**src/rtl/relin_pkg.sv**
```systemverilog
// Shared types for the relinearization tile sequencer: default sizing,
// the tile container and the sequencer FSM state encoding.
package relin_pkg;

  localparam int DATA_WIDTH_DEF = 64;
  localparam int DEGREE_N_DEF   = 16;
  localparam int TILE_WIDTH_DEF = 4;
  localparam int NUM_PASSES_DEF = 2;
  localparam int ADDR_WIDTH_DEF = 8;

  typedef logic [TILE_WIDTH_DEF-1:0][DATA_WIDTH_DEF-1:0] tile_t;

  typedef enum logic [1:0] {
    IDLE      = 2'd0,
    STREAM    = 2'd1,
    WAIT_UNIT = 2'd2,
    FINISH    = 2'd3
  } state_e;

endpackage

```
**src/rtl/relin_tile_skid_fifo.sv**
```systemverilog
// Two-entry registered FIFO that decouples buffer read latency from
// relin_unit backpressure; exposes its occupancy for read throttling.
module relin_tile_skid_fifo #(
  parameter int WIDTH = 256
) (
  input  logic             clk,
  input  logic             reset,
  input  logic             wr_en_i,
  input  logic [WIDTH-1:0] wr_data_i,
  input  logic             rd_en_i,
  output logic [WIDTH-1:0] rd_data_o,
  output logic [1:0]       count_o
);

  logic [WIDTH-1:0] mem_q [2];
  logic             wr_ptr_q;
  logic             rd_ptr_q;
  logic [1:0]       count_q;

  always_ff @(posedge clk or negedge reset) begin
    if (!reset) begin
      wr_ptr_q <= 1'b0;
      rd_ptr_q <= 1'b0;
      count_q  <= 2'd0;
    end else begin
      if (wr_en_i) wr_ptr_q <= ~wr_ptr_q;
      if (rd_en_i) rd_ptr_q <= ~rd_ptr_q;
      case ({wr_en_i, rd_en_i})
        2'b10:   count_q <= count_q + 2'd1;
        2'b01:   count_q <= count_q - 2'd1;
        default: count_q <= count_q;
      endcase
    end
  end

  always_ff @(posedge clk) begin
    if (wr_en_i) mem_q[wr_ptr_q] <= wr_data_i;
  end

  // Storage is not reset, so the head is masked while empty to keep the output clean.
  assign rd_data_o = (count_q != 2'd0) ? mem_q[rd_ptr_q] : '0;
  assign count_o   = count_q;

  a_no_overflow: assert property (@(posedge clk) disable iff (!reset)
    !(wr_en_i && !rd_en_i && (count_q == 2'd2)));
  a_no_underflow: assert property (@(posedge clk) disable iff (!reset)
    !(rd_en_i && (count_q == 2'd0)));

endmodule

```
**src/rtl/relin_tile_sequencer.sv**
```systemverilog
// Fetches a c2 polynomial tile by tile from the coefficient buffer and
// streams it to relin_unit once per relin-key component.
module relin_tile_sequencer
  import relin_pkg::*;
#(
  parameter int DATA_WIDTH = DATA_WIDTH_DEF,
  parameter int DEGREE_N   = DEGREE_N_DEF,
  parameter int TILE_WIDTH = TILE_WIDTH_DEF,
  parameter int NUM_PASSES = NUM_PASSES_DEF,
  parameter int ADDR_WIDTH = ADDR_WIDTH_DEF
) (
  input  logic                             clk,
  input  logic                             reset,
  input  logic                             start_i,
  input  logic [ADDR_WIDTH-1:0]            base_addr_i,
  output logic                             busy_o,
  output logic                             done_o,
  output logic                             rd_en_o,
  output logic [ADDR_WIDTH-1:0]            rd_addr_o,
  input  logic [TILE_WIDTH*DATA_WIDTH-1:0] rd_data_i,
  output logic                             valid_o,
  output logic [TILE_WIDTH*DATA_WIDTH-1:0] coeff_o,
  output logic                             key_select_o,
  input  logic                             ready_i,
  input  logic                             unit_done_i
);

  localparam int NUM_TILES = DEGREE_N / TILE_WIDTH;
  localparam int TILE_BITS = TILE_WIDTH * DATA_WIDTH;
  localparam int FW        = $clog2(NUM_TILES + 1);
  localparam int SW        = (NUM_TILES > 1) ? $clog2(NUM_TILES) : 1;
  localparam int PW        = (NUM_PASSES > 1) ? $clog2(NUM_PASSES) : 1;

  localparam logic [FW-1:0] FETCH_END = FW'(NUM_TILES);
  localparam logic [SW-1:0] SEND_LAST = SW'(NUM_TILES - 1);
  localparam logic [PW-1:0] PASS_LAST = PW'(NUM_PASSES - 1);

  state_e                  state_q, state_d;
  logic [ADDR_WIDTH-1:0]   base_q, base_d;
  logic [FW-1:0]           fetch_q, fetch_d;
  logic [SW-1:0]           send_q, send_d;
  logic [PW-1:0]           pass_q, pass_d;
  logic                    inflight_q;
  logic [1:0]              occ;
  logic                    fire;
  logic                    issue;

  always_ff @(posedge clk or negedge reset) begin
    if (!reset) begin
      state_q    <= IDLE;
      base_q     <= '0;
      fetch_q    <= '0;
      send_q     <= '0;
      pass_q     <= '0;
      inflight_q <= 1'b0;
    end else begin
      state_q    <= state_d;
      base_q     <= base_d;
      fetch_q    <= fetch_d;
      send_q     <= send_d;
      pass_q     <= pass_d;
      inflight_q <= rd_en_o;
    end
  end

  assign valid_o = (occ != 2'd0);
  assign fire    = valid_o & ready_i;

  // Tiles already buffered plus the one in flight must leave room after this cycle's pop.
  assign issue = (fetch_q < FETCH_END) &&
                 (({1'b0, occ} + {2'b00, inflight_q}) < (3'd2 + {2'b00, fire}));

  assign rd_addr_o    = base_q + ADDR_WIDTH'(fetch_q);
  assign key_select_o = pass_q[0];
  assign busy_o       = (state_q == STREAM) || (state_q == WAIT_UNIT);

  always_comb begin
    state_d = state_q;
    base_d  = base_q;
    fetch_d = fetch_q;
    send_d  = send_q;
    pass_d  = pass_q;
    rd_en_o = 1'b0;
    done_o  = 1'b0;
    case (state_q)
      IDLE: begin
        if (start_i) begin
          base_d  = base_addr_i;
          fetch_d = '0;
          send_d  = '0;
          pass_d  = '0;
          state_d = STREAM;
        end
      end
      STREAM: begin
        rd_en_o = issue;
        if (issue) fetch_d = fetch_q + FW'(1);
        if (fire) begin
          send_d = send_q + SW'(1);
          if (send_q == SEND_LAST) begin
            send_d  = '0;
            state_d = WAIT_UNIT;
          end
        end
      end
      WAIT_UNIT: begin
        if (unit_done_i) begin
          if (pass_q == PASS_LAST) begin
            state_d = FINISH;
          end else begin
            pass_d  = pass_q + PW'(1);
            fetch_d = '0;
            send_d  = '0;
            state_d = STREAM;
          end
        end
      end
      FINISH: begin
        done_o  = 1'b1;
        pass_d  = '0;
        state_d = IDLE;
      end
      default: state_d = IDLE;
    endcase
  end

  relin_tile_skid_fifo #(
    .WIDTH(TILE_BITS)
  ) u_fifo (
    .clk      (clk),
    .reset    (reset),
    .wr_en_i  (inflight_q),
    .wr_data_i(rd_data_i),
    .rd_en_i  (fire),
    .rd_data_o(coeff_o),
    .count_o  (occ)
  );

endmodule
```
**config.mk**
```make
export PLATFORM = sky130hd
export DESIGN_NAME = relin_tile_sequencer
export DESIGN_NICKNAME = d
export VERILOG_FILES = /design/src/rtl/relin_pkg.sv /design/src/rtl/relin_tile_skid_fifo.sv /design/src/rtl/relin_tile_sequencer.sv
export SDC_FILE = /design/constraint.sdc
export NUM_CORES = 1
export LEC_CHECK = 0
export CORE_AREA = 2 2 207 209
export CTS_CLUSTER_SIZE = 14
export DETAILED_ROUTE_END_ITERATION = 10
export DIE_AREA = 0 0 209 211
export MAX_ROUTING_LAYER = met4
export PLACE_DENSITY = 0.82
export SYNTH_ARGS = -nofsm -noshare
export SYNTH_HDL_FRONTEND = slang
export SYNTH_SLANG_ARGS = --single-unit
```
**constraint.sdc**
```tcl
create_clock -name clk -period 18.1 [get_ports clk]
set_input_delay 1.81 -clock clk [delete_from_list [all_inputs] [get_ports clk]]
set_output_delay 1.81 -clock clk [all_outputs]
set_load 0.01 [all_outputs]
```
==> run metrics, run 1 <==
status finished clean; Gate Count Post-Synth between 1,000 and 1,500; grt total ovfl 0; GR Util All Layers between 20% and 30%; met3 GRT Util approximately 8.9%; Pwr Total roughly 4.6 mW; number of global-route vias before repair 12,515; row count between 70 and 80; largest net degree at the start of global routing about 160; M2 GR Usage 37.6%; Fin Clk Skew approximately 22 ps; Worst-Margin Slew approximately 1100 ps; hold path endpoint base_q[0]; share of cells above drive strength 1 about 6%; Setup Buffers After CTS 0; post-DP HPWL between 30 and 40 mm; Seq cells post-synth 533; fin crit period 6440 ps; final-stage net count between 2,000 and 2,500; leakage 10.3 nW; routability cong. approximately 0.88; Final Core Density 67.1%; Crit Reg-Reg Endpoint u_fifo.mem_q[0][195]; Max rail drop VDD about 140 µV; drc violations 0; Max FO, Critical Path 62; Layout area overhead 37.5%; worst r2r path cells 4; fin crit share 35.6%; Min-Delay Startpoint base_q[0]; Yosys cell types 37; setup_tns 0 ps; hold_buf cts 0; root buffer cell clkbuf_16; GR peak layer met2; DRT antenna net count 0; Slew headroom between 20 and 30%; via count ~12,000; CP Capture Type output pin; initial antenna violation count 17; Starting Density 48.8%; total CTS buffers 52; IO Count approximately 540; GR Util met1 24.9%; critical path type reg2out; DR pass1 iterations 5; clock buffer depth 3; final wirelength roughly 51 mm; maximum clock frequency 155 MHz; CP startpoint kind flop; die area around 44,000 µm²; post-DR vias/cell about 5.2; Cell Area, Synth 20,400 µm²; H-tree levels 2; R2R setup slack between 10,000 and 15,000 ps; Hold Vio Cnt, Final 0; Post-synth EDFFs 512; Max Cap Viol 0; RR Startpoint inflight_q; Worst Path Required around 16,000 ps; Worst Setup SP u_fifo.rd_ptr_q; first-pass GRT wire length between 70 and 80 mm; Setup violations, final 0; Synthesis Warnings 0; hold depth 1; Starting DRT DRC Count 869; Core Region 41,800 µm²; Hold WC Path Type reg2reg; Max Transition Viols Final 0; per-cell routed wire length 21.8 µm; post-synthesis async set-or-reset flop share between 3 and 4%; Finished Layout Cells approximately 2,300; CTS tree yes; placed cells approximately 2,200; worst-skew pair later-pin latency between 500 and 600 ps; fillcell total around 2,700; die width 209 µm; Critical Path AT 4630 ps; ys flop type edfxtp_1; RSZ-0062 raised after global routing no; cts repair resizes 0; Synth Net Count 1,478; pwr dens 166 nW/µm²; number of clock sinks 533; sequential share of the synthesized area approximately four fifths; Chip Height 211 µm; clk slew on worst S/H paths around 60 ps; syn_area_per_cell roughly 17 µm²; port buffer count between 500 and 600
-- layer usage --
layer / part of all wire [%] / vias to the layer above
li1: - / 5577
met1: 35 / 6010
met2: 51 / 541
met3: 10 / 111
met4: 3.7 / 0
met5: 0 / -
-- cells by family after synthesis --
kind of cell	Yosys count	synth area share, %
DFF	533	78.0
xor gates and xnor gates	10	0.430
muxes	265	13.1
buffers and inverters	65	1.36
AOI/OAI and AO/OA	21	0.737
adders and majority gates	14	0.897
and+or+nand+nor	287	5.47
-- registers in the layout (all words and copies together), names as in the netlist --
name / count
u_fifo.rd_ptr_q: 1
u_fifo.count_o: 2
state_q: 2
u_fifo.wr_ptr_q: 1
send_q: 2
key_select_o: 1
fetch_q: 3
base_q: 8
inflight_q: 1
u_fifo.mem_q: 512
-- cell usage after synthesis, drive strengths merged (2+ instances only) --
cell type,instances,area (µm²)
edfxtp,512,15400
nor2,262,983
mux2i,256,2560
buf,30,145
clkbuf,29,109
dfrtp,21,526
ha,13,163
nand2,12,45.0
mux2,9,101
inv,6,22.5
o21ai,6,33.8
xnor2,6,52.6
o311ai,4,35.0
xor2,4,35.0
nor2b,3,18.8
a21oi,2,10.0
nand2b,2,12.5
nor3,2,10.0
or3,2,17.5
-- critical path, stage by stage (launching register included) --
cell and delay (ps):
dfrtp_4 1130, buf_4 880, buf_4 880, mux2i_1 210, nor2_1 170, clkdlybuf4s50_1 570
-- metrics by stage --
stage,worst slack [ps],hold WS (ps),instance area [µm²]
floorplan,6190,454,20400
global placement,12430,495,26300
detailed placement,12330,514,26300
CTS,11690,524,28000
global route,11460,549,28000
finish,11660,527,28000
-- area by class of cell --
type                    count  area, µm²  area share (%)
repair buffers            549       5480            19.5
diodes                     17       42.5           0.152
clock inverters            27        277           0.987
clock buffers              67       1410            5.03
inverters                   6       22.5          0.0804
well taps                 539        674            2.41
flip-flops and latches    533      15900            56.8
multi-input cells         597       4220            15.0
-- placed cells by master, fill, tap and decap left out, types with 3 or more instances in the layout --
cell	synthesis	routed
buf_4	0	11
clkdlybuf4s50_1	0	537
xor2_1	4	4
mux2_2	9	9
clkinv_1	0	5
nand2_1	12	12
mux2i_1	256	256
nor2_1	262	260
clkinv_2	0	12
diode_2	0	17
ha_1	13	13
xnor2_1	6	6
edfxtp_1	512	512
dfrtp_1	21	20
o21ai_0	5	5
inv_1	6	6
nor2b_1	3	3
clkbuf_16	0	54
clkbuf_1	29	12
clkinvlp_4	0	3
bufinv_16	0	5
-- how the worst max path moves through the flow --
stage | slack [ps] | endpoint
floorplan | 6190 | u_fifo.mem_q[0][0]
global placement | 12430 | coeff_o[27]
detailed placement | 12330 | coeff_o[130]
CTS | 11690 | coeff_o[129]
global route | 11460 | coeff_o[185]
finish | 11660 | coeff_o[185]
-- power breakdown --
part | switching [mW] | internal [mW]
Combinational | 0.905 | 0.938
Clock | 0.443 | 0.621
Sequential | 0.121 | 1.62
Total | 1.47 | 3.18
No activity file was read; power rests on OpenSTA's default activity.
==> run 2, diff against run 1 <==
--- a/config.mk
+++ b/config.mk
@@ -5,12 +5,12 @@
 export SDC_FILE = /design/constraint.sdc
 export NUM_CORES = 1
 export LEC_CHECK = 0
-export CORE_AREA = 2 2 207 209
+export CORE_MARGIN = 2
+export CORE_UTILIZATION = 49
 export CTS_CLUSTER_SIZE = 14
 export DETAILED_ROUTE_END_ITERATION = 10
-export DIE_AREA = 0 0 209 211
 export MAX_ROUTING_LAYER = met4
-export PLACE_DENSITY = 0.82
+export PLACE_DENSITY = 0.83
 export SYNTH_ARGS = -nofsm -noshare
 export SYNTH_HDL_FRONTEND = slang
 export SYNTH_SLANG_ARGS = --single-unit
==> constraint.sdc (replaced) <==
create_clock -name clk -period 6.2 [get_ports clk]
set_input_delay 0.62 -clock clk [delete_from_list [all_inputs] [get_ports clk]]
set_output_delay 0.62 -clock clk [all_outputs]
set_load 0.01 [all_outputs]
==> run metrics, run 2 (synthesized netlist as in run 1, its figures left out) <==
max FFs per register 512 (unchanged); Top delay family on crit path flip-flops; Worst-Margin Slew 1130 ps (+57.4 ps); pwr dens 480 nW/µm² (+190%); drc violations 0 (unchanged); grt total ovfl 0 (unchanged); Hold Vio Cnt, Final 0 (unchanged); largest net degree at the start of global routing 140 (-11%); Worst Path Required 5580 ps (-10,710 ps); leakage 10.2 nW (-0.53%); RSZ-0062 raised after global routing no; most common cell after layout, fill and taps aside clkdlybuf4s50_1; cts repair resizes 0 (unchanged); worst-skew pair later-pin latency 580 ps (about the same); placed cells 2,218 (-0.27%); die area 43,200 µm² (-2.0%); Setup Buffers After CTS 0 (unchanged); Starting DRT DRC Count 834 (-4.0%); most frequent cells in the layout clkdlybuf4s50_1, edfxtp_1, nor2_1, mux2i_1, clkbuf_16; first-pass GRT wire length 73.7 mm (about the same); Max rail drop VDD 332 µV (+140%); Worst Setup Slack post-DPL 2880 ps (-9450 ps); fin worst setup slack 2250 ps (-9410 ps); number of clock sinks 533 (unchanged); Finished Layout Cells 2,316 (-0.81%); Chip Height 208 µm (-1.5%); critical path buffer and inverter count 2 (-1); critical path, cell by cell buf_12 -> mux2i_1 -> nor2_1 -> clkdlybuf4s50_1; status finished clean; R2R setup slack 3650 ps (-11,160 ps); Final Core Density 68.2% (+1.1 points); initial antenna violation count 7 (-10); root buffer cell clkbuf_16; share of cells above drive strength 1 5.18% (-0.67 points); setup_tns 0 ps (unchanged); CP startpoint kind flop; Hold WC Path Type reg2reg; IO Count 538 (unchanged); hold_ws 517 ps (-9.85 ps); Slew headroom 24.9% (-3.8 points); RR Startpoint inflight_q; Crit-path slowest cell dfrtp_4; DRT antenna net count 0 (unchanged); port buffer count 537 (unchanged); fin crit share a little under two thirds; Max Cap Viol 0 (unchanged); total CTS buffers 52 (unchanged); Starting Density 49.8% (+0.99 points); final-stage net count 2,023 (+0.049%); GR Util All Layers 23.1% (+0.046 points); final wirelength 49.6 mm (-2.7%); final instance area 27,900 µm² (-0.44%); maximum clock frequency about 250 MHz; row count 74 (-1.3%); slowest cell delay on critical path 1160 ps (+30 ps); CTS tree yes; Core Region 40,900 µm² (-2.0%); clock buffer depth 3 (unchanged); Crit Reg-Reg Endpoint u_fifo.mem_q[0][214]; Critical Path AT 3330 ps (-1300 ps); die width 208 µm (-0.52%); Max Transition Viols Final 0 (unchanged); per-cell routed wire length 21.4 µm (-1.9%); hold depth 1 (unchanged); number of global-route vias before repair 12,592 (+0.62%); register bank with the most flops u_fifo.mem_q; fillcell total 2,650 (-1.9%); DR pass1 iterations 5 (unchanged); worst r2r path cells 4 (unchanged); CP Capture Type output pin; Min-Delay Startpoint base_q[2]; post-DP HPWL 32.8 mm (-5.9%); top flop regs u_fifo.mem_q (512), base_q (8), fetch_q (3); hold_buf cts 0 (unchanged); Setup violations, final 0 (unchanged); Pwr Total 13.4 mW (+190%); fin crit period just under 4000 ps; Fin Clk Skew 8.31 ps (-13.8 ps); hold path endpoint base_q[2]; routability cong. 0.862 (-2.5%); post-DR vias/cell 5.22 (-0.44%); Placement Cell Area 26,300 µm² (+0.19%); critical path type reg2out; Max FO, Critical Path 79 (+27%); via count 12,086 (-1.3%); H-tree levels 2 (unchanged); clk slew on worst S/H paths 60 ps (about the same); Layout area overhead 36.9%
## run 2: cell types whose count changed in the layout (fill, tap and decap cells not counted), moves of 2 or more
cell	change
clkinv_2	-5
clkinv_1	+5
clkinvlp_4	-2
diode_2	-10
clkbuf_1	+5
bufinv_16	-3
buf_12	+4
buf_4	-3
## run 2: worst register-to-register path: cells and delay by family (launching register included)
family / cells / cell delay [ps]
simple gates: 1 / 150
buf+inv: 3 / 1530
flops: 1 / 430
## run 2: area by class of cell
class	instances	area [µm²]	share of cell area [%]
multi-input cells	597	4220	15.1
flip-flops and latches	533	15900	57.0
well taps	532	666	2.39
clock buffers	70	1390	4.98
diodes	7	17.5	0.0628
repair buffers	550	5540	19.8
clock inverters	21	149	0.534
inverters	6	22.5	0.0807
## run 2: report_power, final
part / internal (mW) / total, mW / switching [mW]
sequential: 4.73 / 5.06 / 0.330
clock: 1.64 / 2.90 / 1.26
combinational: 2.75 / 5.44 / 2.69
## run 2: layer usage
| layer | track usage (%) | wire length [µm] |
|---|---|---|
| met5 | - | 0 |
| met4 | 10.9 | 2210 |
| met3 | 7.29 | 4190 |
| met2 | 38.5 | 25500 |
| met1 | 25.2 | 17700 |
## run 2: how the worst max path moves through the flow
stage                          from                  to  slack, ps  cells past startpoint
CTS                 u_fifo.rd_ptr_q        coeff_o[221]       2170                      4
detailed placement  u_fifo.rd_ptr_q        coeff_o[221]       2880                      4
global route        u_fifo.rd_ptr_q        coeff_o[221]       2120                      4
global placement    u_fifo.rd_ptr_q        coeff_o[105]       2910                      4
finish              u_fifo.rd_ptr_q        coeff_o[221]       2250                      4
floorplan                inflight_q  u_fifo.mem_q[0][0]       1530                      2
==> run 3, diff against run 2 <==
--- a/config.mk
+++ b/config.mk
@@ -6,11 +6,11 @@
 export NUM_CORES = 1
 export LEC_CHECK = 0
 export CORE_MARGIN = 2
-export CORE_UTILIZATION = 49
+export CORE_UTILIZATION = 44
 export CTS_CLUSTER_SIZE = 14
 export DETAILED_ROUTE_END_ITERATION = 10
 export MAX_ROUTING_LAYER = met4
-export PLACE_DENSITY = 0.83
+export PLACE_DENSITY = 0.78
 export SYNTH_ARGS = -nofsm -noshare
 export SYNTH_HDL_FRONTEND = slang
 export SYNTH_SLANG_ARGS = --single-unit
==> constraint.sdc (replaced) <==
create_clock -name clk -period 3.5 [get_ports clk]
set_input_delay 0.35 -clock clk [delete_from_list [all_inputs] [get_ports clk]]
set_output_delay 0.35 -clock clk [all_outputs]
set_load 0.01 [all_outputs]
==> run metrics, run 3 (synthesized netlist as in run 1, its figures left out) <==
port buffer count 537 (unchanged); Worst-Margin Slew 995 ps (-132 ps); post-DR vias/cell 5.01 (-4.0%); most frequent cells in the layout clkdlybuf4s50_1, edfxtp_1, nor2_1, mux2i_1, clkbuf_16; routability cong. 0.836 (-3.0%); Core Region 45,600 µm² (+11%); Chip Height 219 µm (+5.4%); root buffer cell clkbuf_16; final-stage net count 2,041 (+0.89%); H-tree levels 2 (unchanged); RSZ-0062 raised after global routing no; Fin Clk Skew 22.0 ps (+13.7 ps); worst-skew pair later-pin latency 600 ps (+20 ps); max FFs per register 512 (unchanged); grt total ovfl 0 (unchanged); final wirelength 50.0 mm (+0.67%); Max FO, Critical Path 6 (-92%); first-pass GRT wire length 72.4 mm (-1.7%); Crit-path slowest cell clkdlybuf4s50_1; pwr dens 859 nW/µm² (+79%); Final Core Density 62.5% (-5.7 points); leakage 10.4 nW (+2.3%); cts repair resizes 0 (unchanged); fin crit period around 3300 ps; Setup Buffers After CTS 0 (unchanged); CP startpoint kind flop; clk slew on worst S/H paths 60 ps (about the same); maximum clock frequency between 300 and 400 MHz; hold_ws 323 ps (-194 ps); largest net degree at the start of global routing 118 (-16%); Worst Path Required 3150 ps (-2430 ps); post-DP HPWL 33.9 mm (+3.5%); slowest cell delay on critical path 630 ps (-530 ps); die area 48,000 µm² (+11%); RR Startpoint inflight_q; critical path type reg2out; number of global-route vias before repair 12,571 (-0.17%); Finished Layout Cells 2,408 (+4.0%); switch share 31.5% (-0.37 points); Int Pwr 16.7 mW (+83%); fin crit share about 93%; hold_buf cts 0 (unchanged); Starting Density 44.7% (-5.1 points); Layout area overhead 39.8%; fillcell total 3,231 (+22%); most common cell after layout, fill and taps aside clkdlybuf4s50_1; GR Util All Layers 20.7% (-2.4 points); Starting DRT DRC Count 710 (-15%); initial antenna violation count 7 (unchanged); critical path, cell by cell ha_1 -> ha_1 -> o21a_1 -> or3_4 -> nor2_1 -> clkdlybuf4s50_1; register bank with the most flops u_fifo.mem_q; DR pass1 iterations 4 (-1); NetSw 7.71 mW (+80%); Top cell by count, worst path ha_1; CTS tree yes; Worst Setup SP u_fifo.count_o[0]; Critical Path AT 2920 ps (-410 ps); IO Count 538 (unchanged); number of clock sinks 533 (unchanged); Comb pwr share 40.8% (+0.2 points); Clock Power Share 22.8% (+1.1 points); per-cell routed wire length 20.7 µm (-3.2%); total CTS buffers 52 (unchanged); via count 12,061 (-0.21%); share of cells above drive strength 1 6.89% (+1.7 points); Setup violations, final 0 (unchanged); drc violations 0 (unchanged); placed cells 2,304 (+3.9%); clock buffer depth 3 (unchanged); status finished clean; Hold WC Path Type in2async; Max rail drop VDD 599 µV (+80%); Slew headroom 33.5% (+8.6 points); DRT antenna net count 0 (unchanged); Reg power frac 36.3% (-1.5 points); CP Capture Type output pin; die width 219 µm (+5.4%); top flop regs u_fifo.mem_q (512), base_q (8), fetch_q (3); Max Cap Viol 0 (unchanged); Max Transition Viols Final 0 (unchanged); row count 78 (+5.4%); Hold Vio Cnt, Final 0 (unchanged)
## run 3: metal layers
layer	vias up	GRT usage, %	share of wire, %
met3	96	7.03	8.7
met1	5937	22.7	37
met5	-	-	0
li1	5574	-	-
met2	454	35.2	51
met4	0	7.41	3.2
## run 3: worst paths after layout
| path | slack (ps) | depth (start not counted) | end |
|---|---|---|---|
| worst max-delay path | 230 | 6 | rd_en_o |
| worst min-delay path | 320 | 1 | base_q[4] |
| worst max register to register | 1540 | 4 | u_fifo.mem_q[0][232] |
| worst min register to register | 530 | 1 | base_q[2] |
| max in group asynchronous | 2460 | 1 | u_fifo.rd_ptr_q |
| min in group clk | 340 | 1 | u_fifo.mem_q[1][131] |
## run 3: final cells by class
cell class / instances / area [µm²] / area share (%)
antenna: 9 / 22.5 / 0.0791
clock buffer: 59 / 1350 / 4.74
clock inverter: 36 / 360 / 1.27
inverter: 6 / 22.5 / 0.0791
multi-input combinational: 597 / 4220 / 14.8
sequential: 533 / 15900 / 55.8
tap: 600 / 751 / 2.64
timing repair buffer: 568 / 5860 / 20.6
## run 3: stage by stage
step | setup slack (ps) | setup TNS (ps) | total power, mW | area (µm²)
2_1_floorplan | -1140 | -423950 | 13.6 | 20400
3_3_place_gp | 836 | 0 | 18.9 | 26800
3_5_place_dp | 763 | 0 | 19.0 | 26800
4_1_cts | 178 | 0 | 24.7 | 28500
5_1_grt | 100 | 0 | 25.6 | 28500
6_report | 234 | 0 | 24.5 | 28500
## run 3: power groups by stage
stage               registers [mW]  logic (mW)  clock network [mW]
global placement              8.93        9.93                   0
CTS                           8.89        10.1                5.72
global route                  8.99        10.6                5.94
finish                        8.89        9.98                5.58
detailed placement            9.01        10.0                   0
floorplan                     8.87        4.73                   0
## run 3: critical path: cells and delay by family (launching register included)
family          cells  cell delay [ps]
flops               1              490
simple gates        2              560
compound gates      1              140
buf+inv             1              630
fa+ha+maj           2              510
==> patch 1 (settings of run 3) <==
The package constant `DEGREE_N_DEF` goes from 16 to 32.
--- a/src/rtl/relin_pkg.sv
+++ b/src/rtl/relin_pkg.sv
@@ -3,7 +3,7 @@
 package relin_pkg;
 
   localparam int DATA_WIDTH_DEF = 64;
-  localparam int DEGREE_N_DEF   = 16;
+  localparam int DEGREE_N_DEF   = 32;
   localparam int TILE_WIDTH_DEF = 4;
   localparam int NUM_PASSES_DEF = 2;
   localparam int ADDR_WIDTH_DEF = 8;
Formal check against the unedited RTL: same outputs for any inputs over 4 cycles, from zero or initial values and one cycle with reset low; that may be too few to reach the edited logic, so the function may still have changed.
==> patch 1 against run 3 <==
Setup slack improved by 0.077 ns. Total power rose by 2.5%. Sequential power barely moved. Sequential cell count rose by 2. Register-to-register slack got worse by 0.02 ns. Sequential share of layout area fell by 0.47 points. Synthesized area rose by 1.2%. Global-route usage fell by 0.76 points. Fmax rose by 2.4%. Cell area rose by 1.2%. Wire length fell by 0.49%. Worst hold slack got worse by 0.00067 ns.
==> patch 1: results (changes against run 3) <==
Worst-Margin Slew=1.07 ns (was 0.995 ns); critical path arrival=2.84 ns (was 2.92 ns); initial antenna violation count=9 (was 7); post-detail-place hpwl=33.5 mm (was 33.9 mm); cell depth of the worst flop-to-flop path=3 (was 4); syn nets=1494 (was 1478); biggest regs=u_fifo.mem_q (512), base_q (8), fetch_q (4) (was u_fifo.mem_q (512), base_q (8), fetch_q (3)); wire length on met2=25.3 mm (was 25.5 mm); GRT Total Usage=20.0% (was 20.7%); Non-Filler Instances=2433 (was 2408); Synth Area in XOR/XNOR=0.425% (was 0.430%); GP Congestion=0.819 (was 0.836); First DRT Iteration DRCs=859 (was 710); Cell variety after synth=45 (was 37); nets@finish=2058 (was 2041); largest net degree at the start of global routing=129 (was 118); Routed WL=49.7 mm (was 50.0 mm); area fraction in compound gates after synthesis=1.11% (was 0.737%); switching pwr=0.00781 W (was 0.00771 W); R2R setup slack=1.52 ns (was 1.54 ns); Mapped Cells=1209 (was 1195); clock group share of total power=24.6% (was 22.8%); Lkg Pwr=10.6 nW (was 10.4 nW); Synth Area in Adders=1.01% (was 0.897%); min-delay worst type=in -> reg (was in -> async); maximum vdd ir drop=0.604 mV (was 0.599 mV); outcome=finished clean (unchanged); Comb pwr share=40.0% (was 40.8%); mux share of post-synthesis cell area=12.9% (was 13.1%); fraction of registers with async set/reset=4.30% (was 3.94%); Setup crit end=rd_addr_o[6] (was rd_en_o); Worst Clk Skew=0.0153 ns (was 0.0220 ns); drt first pass iters=5 (was 4); worst hold slack=0.322 ns (was 0.323 ns); # placed instances=2325 (was 2304); Fillers=3341 (was 3231); number of global-route vias before repair=12646 (was 12571); routed wl met3=4.13 mm (was 4.33 mm); critical path's largest stage delay=0.55 ns (was 0.63 ns); Placed Area=26900 µm² (was 26800 µm²); layout cells sized above 1=7.27% (was 6.89%); synth top area cells=edfxtp_1 75%, mux2i_1 12%, nor2_1 4.8%, dfrtp_1 2.8%, buf_2 1.3% (was edfxtp_1 75%, mux2i_1 13%, nor2_1 4.8%, dfrtp_1 2.6%, ha_1 0.80%); total clock buffers created by CTS=53 (was 52); final worst setup slack=0.311 ns (was 0.234 ns); first-pass GRT wire length=70.9 mm (was 72.4 mm); reg2reg end=u_fifo.mem_q[0][228]$_DFFE_PP_ (was u_fifo.mem_q[0][232]$_DFFE_PP_); drt via density=5.04 (was 5.01); top post-synthesis cells by count=512 x edfxtp_1, 263 x nor2_1, 256 x mux2i_1, 52 x buf_2, 23 x dfrtp_1 (was 512 x edfxtp_1, 262 x nor2_1, 256 x mux2i_1, 29 x clkbuf_1, 26 x buf_2); post-synthesis sequential area ratio=77.3% (was 78.0%); crit-path leading delay family=adder cells (was buffers and inverters); Metal-1 WL=18.6 mm (was 18.5 mm)
==> patch 1: changes by cell type in the layout (fill, tap and decap cells not counted), sizes merged, moves of 3 or more <==
| cell | run 3 | this run |
|---|---|---|
| bufinv | 7 | 13 |
| clkinv | 25 | 21 |
| o311ai | 4 | 0 |
| a211oi | 1 | 4 |
| a22o | 1 | 4 |
| nand2 | 12 | 9 |
| nand3 | 1 | 4 |
==> patch 1: cell type report <==
class | count | area [µm²] | area share [%]
Sequential cell | 535 | 16000 | 55.4
Timing Repair Buffer | 568 | 5780 | 20.1
Multi-Input combinational cell | 610 | 4360 | 15.1
Clock buffer | 59 | 1370 | 4.75
Tap cell | 607 | 759 | 2.64
Clock inverter | 38 | 539 | 1.87
Antenna cell | 11 | 27.5 | 0.0955
Inverter | 5 | 18.8 | 0.0651
==> patch 1: layer usage <==
layer / vias to the layer above / track usage [%]
li1: 5649 / -
met1: 6065 / 22.1
met2: 445 / 33.5
met3: 102 / 6.47
met4: 0 / 7.90
met5: - / -
==> patch 2 (config.mk and constraints of run 3) <==
Made on the original files. Make the reset (`reset`) synchronous in 2 clocked blocks.
--- a/src/rtl/relin_tile_skid_fifo.sv
+++ b/src/rtl/relin_tile_skid_fifo.sv
@@ -17,7 +17,7 @@
   logic             rd_ptr_q;
   logic [1:0]       count_q;
 
-  always_ff @(posedge clk or negedge reset) begin
+  always_ff @(posedge clk) begin
     if (!reset) begin
       wr_ptr_q <= 1'b0;
       rd_ptr_q <= 1'b0;
--- a/src/rtl/relin_tile_sequencer.sv
+++ b/src/rtl/relin_tile_sequencer.sv
@@ -45,7 +45,7 @@
   logic                    fire;
   logic                    issue;
 
-  always_ff @(posedge clk or negedge reset) begin
+  always_ff @(posedge clk) begin
     if (!reset) begin
       state_q    <= IDLE;
       base_q     <= '0;
Function: differs if reset is asserted again (counterexample within 4 cycles, from zero or initial values and one cycle with reset low); with reset held inactive, the same outputs for 4 cycles.
==> patch 2 against run 3 <==
Cell area about the same. Non-clock buffer count increased by 1. Utilization decreased by 0.94 points. Fmax increased by 8.3%. Critical path type unchanged. Combinational power decreased by 37%. Sequential cell count increased by 1. Cell count increased by 1.9%. Largest power group is now registers. Total power decreased by 18%. Clock skew increased by 0.0069 ns. Wire length increased by 4.7%. Critical endpoint is now rd_addr_o[6]. Setup slack improved by 0.25 ns. Register-to-register slack improved by 0.03 ns. Synthesized area increased by 0.61%.
==> patch 2: results (changes against run 3) <==
min-delay worst type=in -> reg (was in -> async); Mapped Cells=1231 (was 1195); GRT Total Usage=21.3% (was 20.7%); worst path buffer plus inverter count=2 (was 1); cell depth of the worst flop-to-flop path=2 (was 4); first-pass GRT wire length=75.0 mm (was 72.4 mm); layout cells sized above 1=6.60% (was 6.89%); top post-synthesis cells by count=512 x edfxtp_1, 263 x nor2_1, 257 x mux2i_1, 52 x buf_2, 22 x dfxtp_1 (was 512 x edfxtp_1, 262 x nor2_1, 256 x mux2i_1, 29 x clkbuf_1, 26 x buf_2); Non-Filler Instances=2453 (was 2408); crit-path max FO=5 (was 6); drt first pass iters=5 (was 4); number of port buffers=537 (unchanged); Cell variety after synth=38 (was 37); critical path arrival=2.67 ns (was 2.92 ns); First DRT Iteration DRCs=846 (was 710); Synth Area in XOR/XNOR=0.385% (was 0.430%); reg2reg end=u_fifo.mem_q[1][7]$_DFFE_PP_ (was u_fifo.mem_q[0][232]$_DFFE_PP_); R2R setup slack=1.57 ns (was 1.54 ns); GP Congestion=0.878 (was 0.836); R2R Path Start=u_fifo.wr_ptr_q$_SDFFE_PN0P_ (was inflight_q$_DFF_PN0_); Avg WL per Cell=21.3 µm (was 20.7 µm); initial antenna violation count=12 (was 7); Worst Clk Skew=0.0289 ns (was 0.0220 ns); Slowest-stage cell, CP=clkdlybuf4s50_1 (unchanged); number of global-route vias before repair=12738 (was 12571); Fillers=3318 (was 3231); outcome=finished clean (unchanged); switch share=29.2% (was 31.5%); nets@finish=2075 (was 2041); drt via density=5.05 (was 5.01); Synth Area in Adders=0.891% (was 0.897%); largest net degree at the start of global routing=143 (was 118); syn nets=1514 (was 1478); crit-path leading delay family=buffers and inverters (unchanged); Lkg Pwr=9.23 nW (was 10.4 nW); synth top area cells=edfxtp_1 75%, mux2i_1 13%, nor2_1 4.8%, dfxtp_1 2.1%, buf_2 1.3% (was edfxtp_1 75%, mux2i_1 13%, nor2_1 4.8%, dfrtp_1 2.6%, ha_1 0.80%); Skew-Pair Late Insertion Delay=0.58 ns (was 0.60 ns); maximum vdd ir drop=0.570 mV (was 0.599 mV); post-synthesis sequential area ratio=77.2% (was 78.0%); # placed instances=2344 (was 2304); total clock buffers created by CTS=53 (was 52); Worst-Margin Slew=0.823 ns (was 0.995 ns); fraction of registers with async set/reset=0% (was 3.94%); area fraction in compound gates after synthesis=1.21% (was 0.737%); mux share of post-synthesis cell area=12.5% (was 13.1%); post-detail-place hpwl=35.9 mm (was 33.9 mm)
==> patch 2: cell types whose count changed after synthesis, sizes merged, moves of 6 or more <==
cell and change:
dfxtp +22, nand3 +11, and2 +6, clkbuf -22
dfrtp -21, buf +26, a21boi +11, mux2 -9
==> patch 2: cells by family (layout without fill, tap and decap cells) <==
group / Yosys count / after routing
flip-flops: 534 / 534
AND/OR/NAND/NOR: 311 / 311
multiplexers: 257 / 257
buffers and inverters: 73 / 675
AO/OA/AOI/OAI: 33 / 33
adder cells (fa/ha/maj): 14 / 14
XOR/XNOR: 9 / 9
other: 0 / 13
==> patch 2: through the flow <==
step / cell area [µm²] / worst slack, ns / hold slack, ns
2_1_floorplan: 20500 / -1.09 / 0.448
3_3_place_gp: 26700 / 1.13 / 0.465
3_5_place_dp: 26700 / 1.08 / 0.487
4_1_cts: 28400 / 0.439 / 0.299
5_1_grt: 28500 / 0.366 / 0.306
6_report: 28500 / 0.484 / 0.344
==> patch 2: area by class of cell <==
class | count | area share (%)
Sequential cell | 534 | 55.6
Timing Repair Buffer | 569 | 20.2
Multi-Input combinational cell | 624 | 15.3
Clock buffer | 63 | 4.86
Tap cell | 607 | 2.67
Clock inverter | 33 | 1.24
Inverter | 10 | 0.132
Antenna cell | 13 | 0.114
==> patch 2: worst max path at each step <==
stage                            start                           end  slack, ns  depth (start not counted)
2_1_floorplan    inflight_q$_SDFF_PN0_  u_fifo.mem_q[0][0]$_DFFE_PP_      -1.09                          2
3_3_place_gp   fetch_q[0]$_SDFFE_PN0P_                  rd_addr_o[6]       1.13                          7
3_5_place_dp   fetch_q[0]$_SDFFE_PN0P_                  rd_addr_o[6]       1.08                          7
4_1_cts                      flip-flop                  coeff_o[112]       0.44                          5
5_1_grt        fetch_q[0]$_SDFFE_PN0P_                  rd_addr_o[4]       0.37                          7
6_report       fetch_q[0]$_SDFFE_PN0P_                  rd_addr_o[6]       0.48                          7
==> patch 2: power by group through the flow <==
stage | clock network, W | logic (W) | registers, W
after floorplan | 0 | 0.00312 | 0.00825
after global placement | 0 | 0.00626 | 0.00820
after detailed placement | 0 | 0.00633 | 0.00825
after CTS | 0.00578 | 0.00639 | 0.00812
after global routing | 0.00604 | 0.00676 | 0.00817
final | 0.00566 | 0.00631 | 0.00812
==> patch 2: metal layers <==
layer  track usage (%)  vias up  routed length [µm]  share of wire (%)
met5                 -        -                   0                  0
met2              34.9      504               25900                 50
met3              8.54       83                5640                 11
met4              6.71        0                1310                2.5
met1              24.0     6097               19500                 37
li1                  -     5712                   -                  -
==> patch 2: worst reg2reg max path, delay by kind of cell, from the launching register on <==
kind                   cells  cell delay (ns)
buffers and inverters      1             0.51
and+or+nand+nor            1             0.66
DFF                        1             0.38
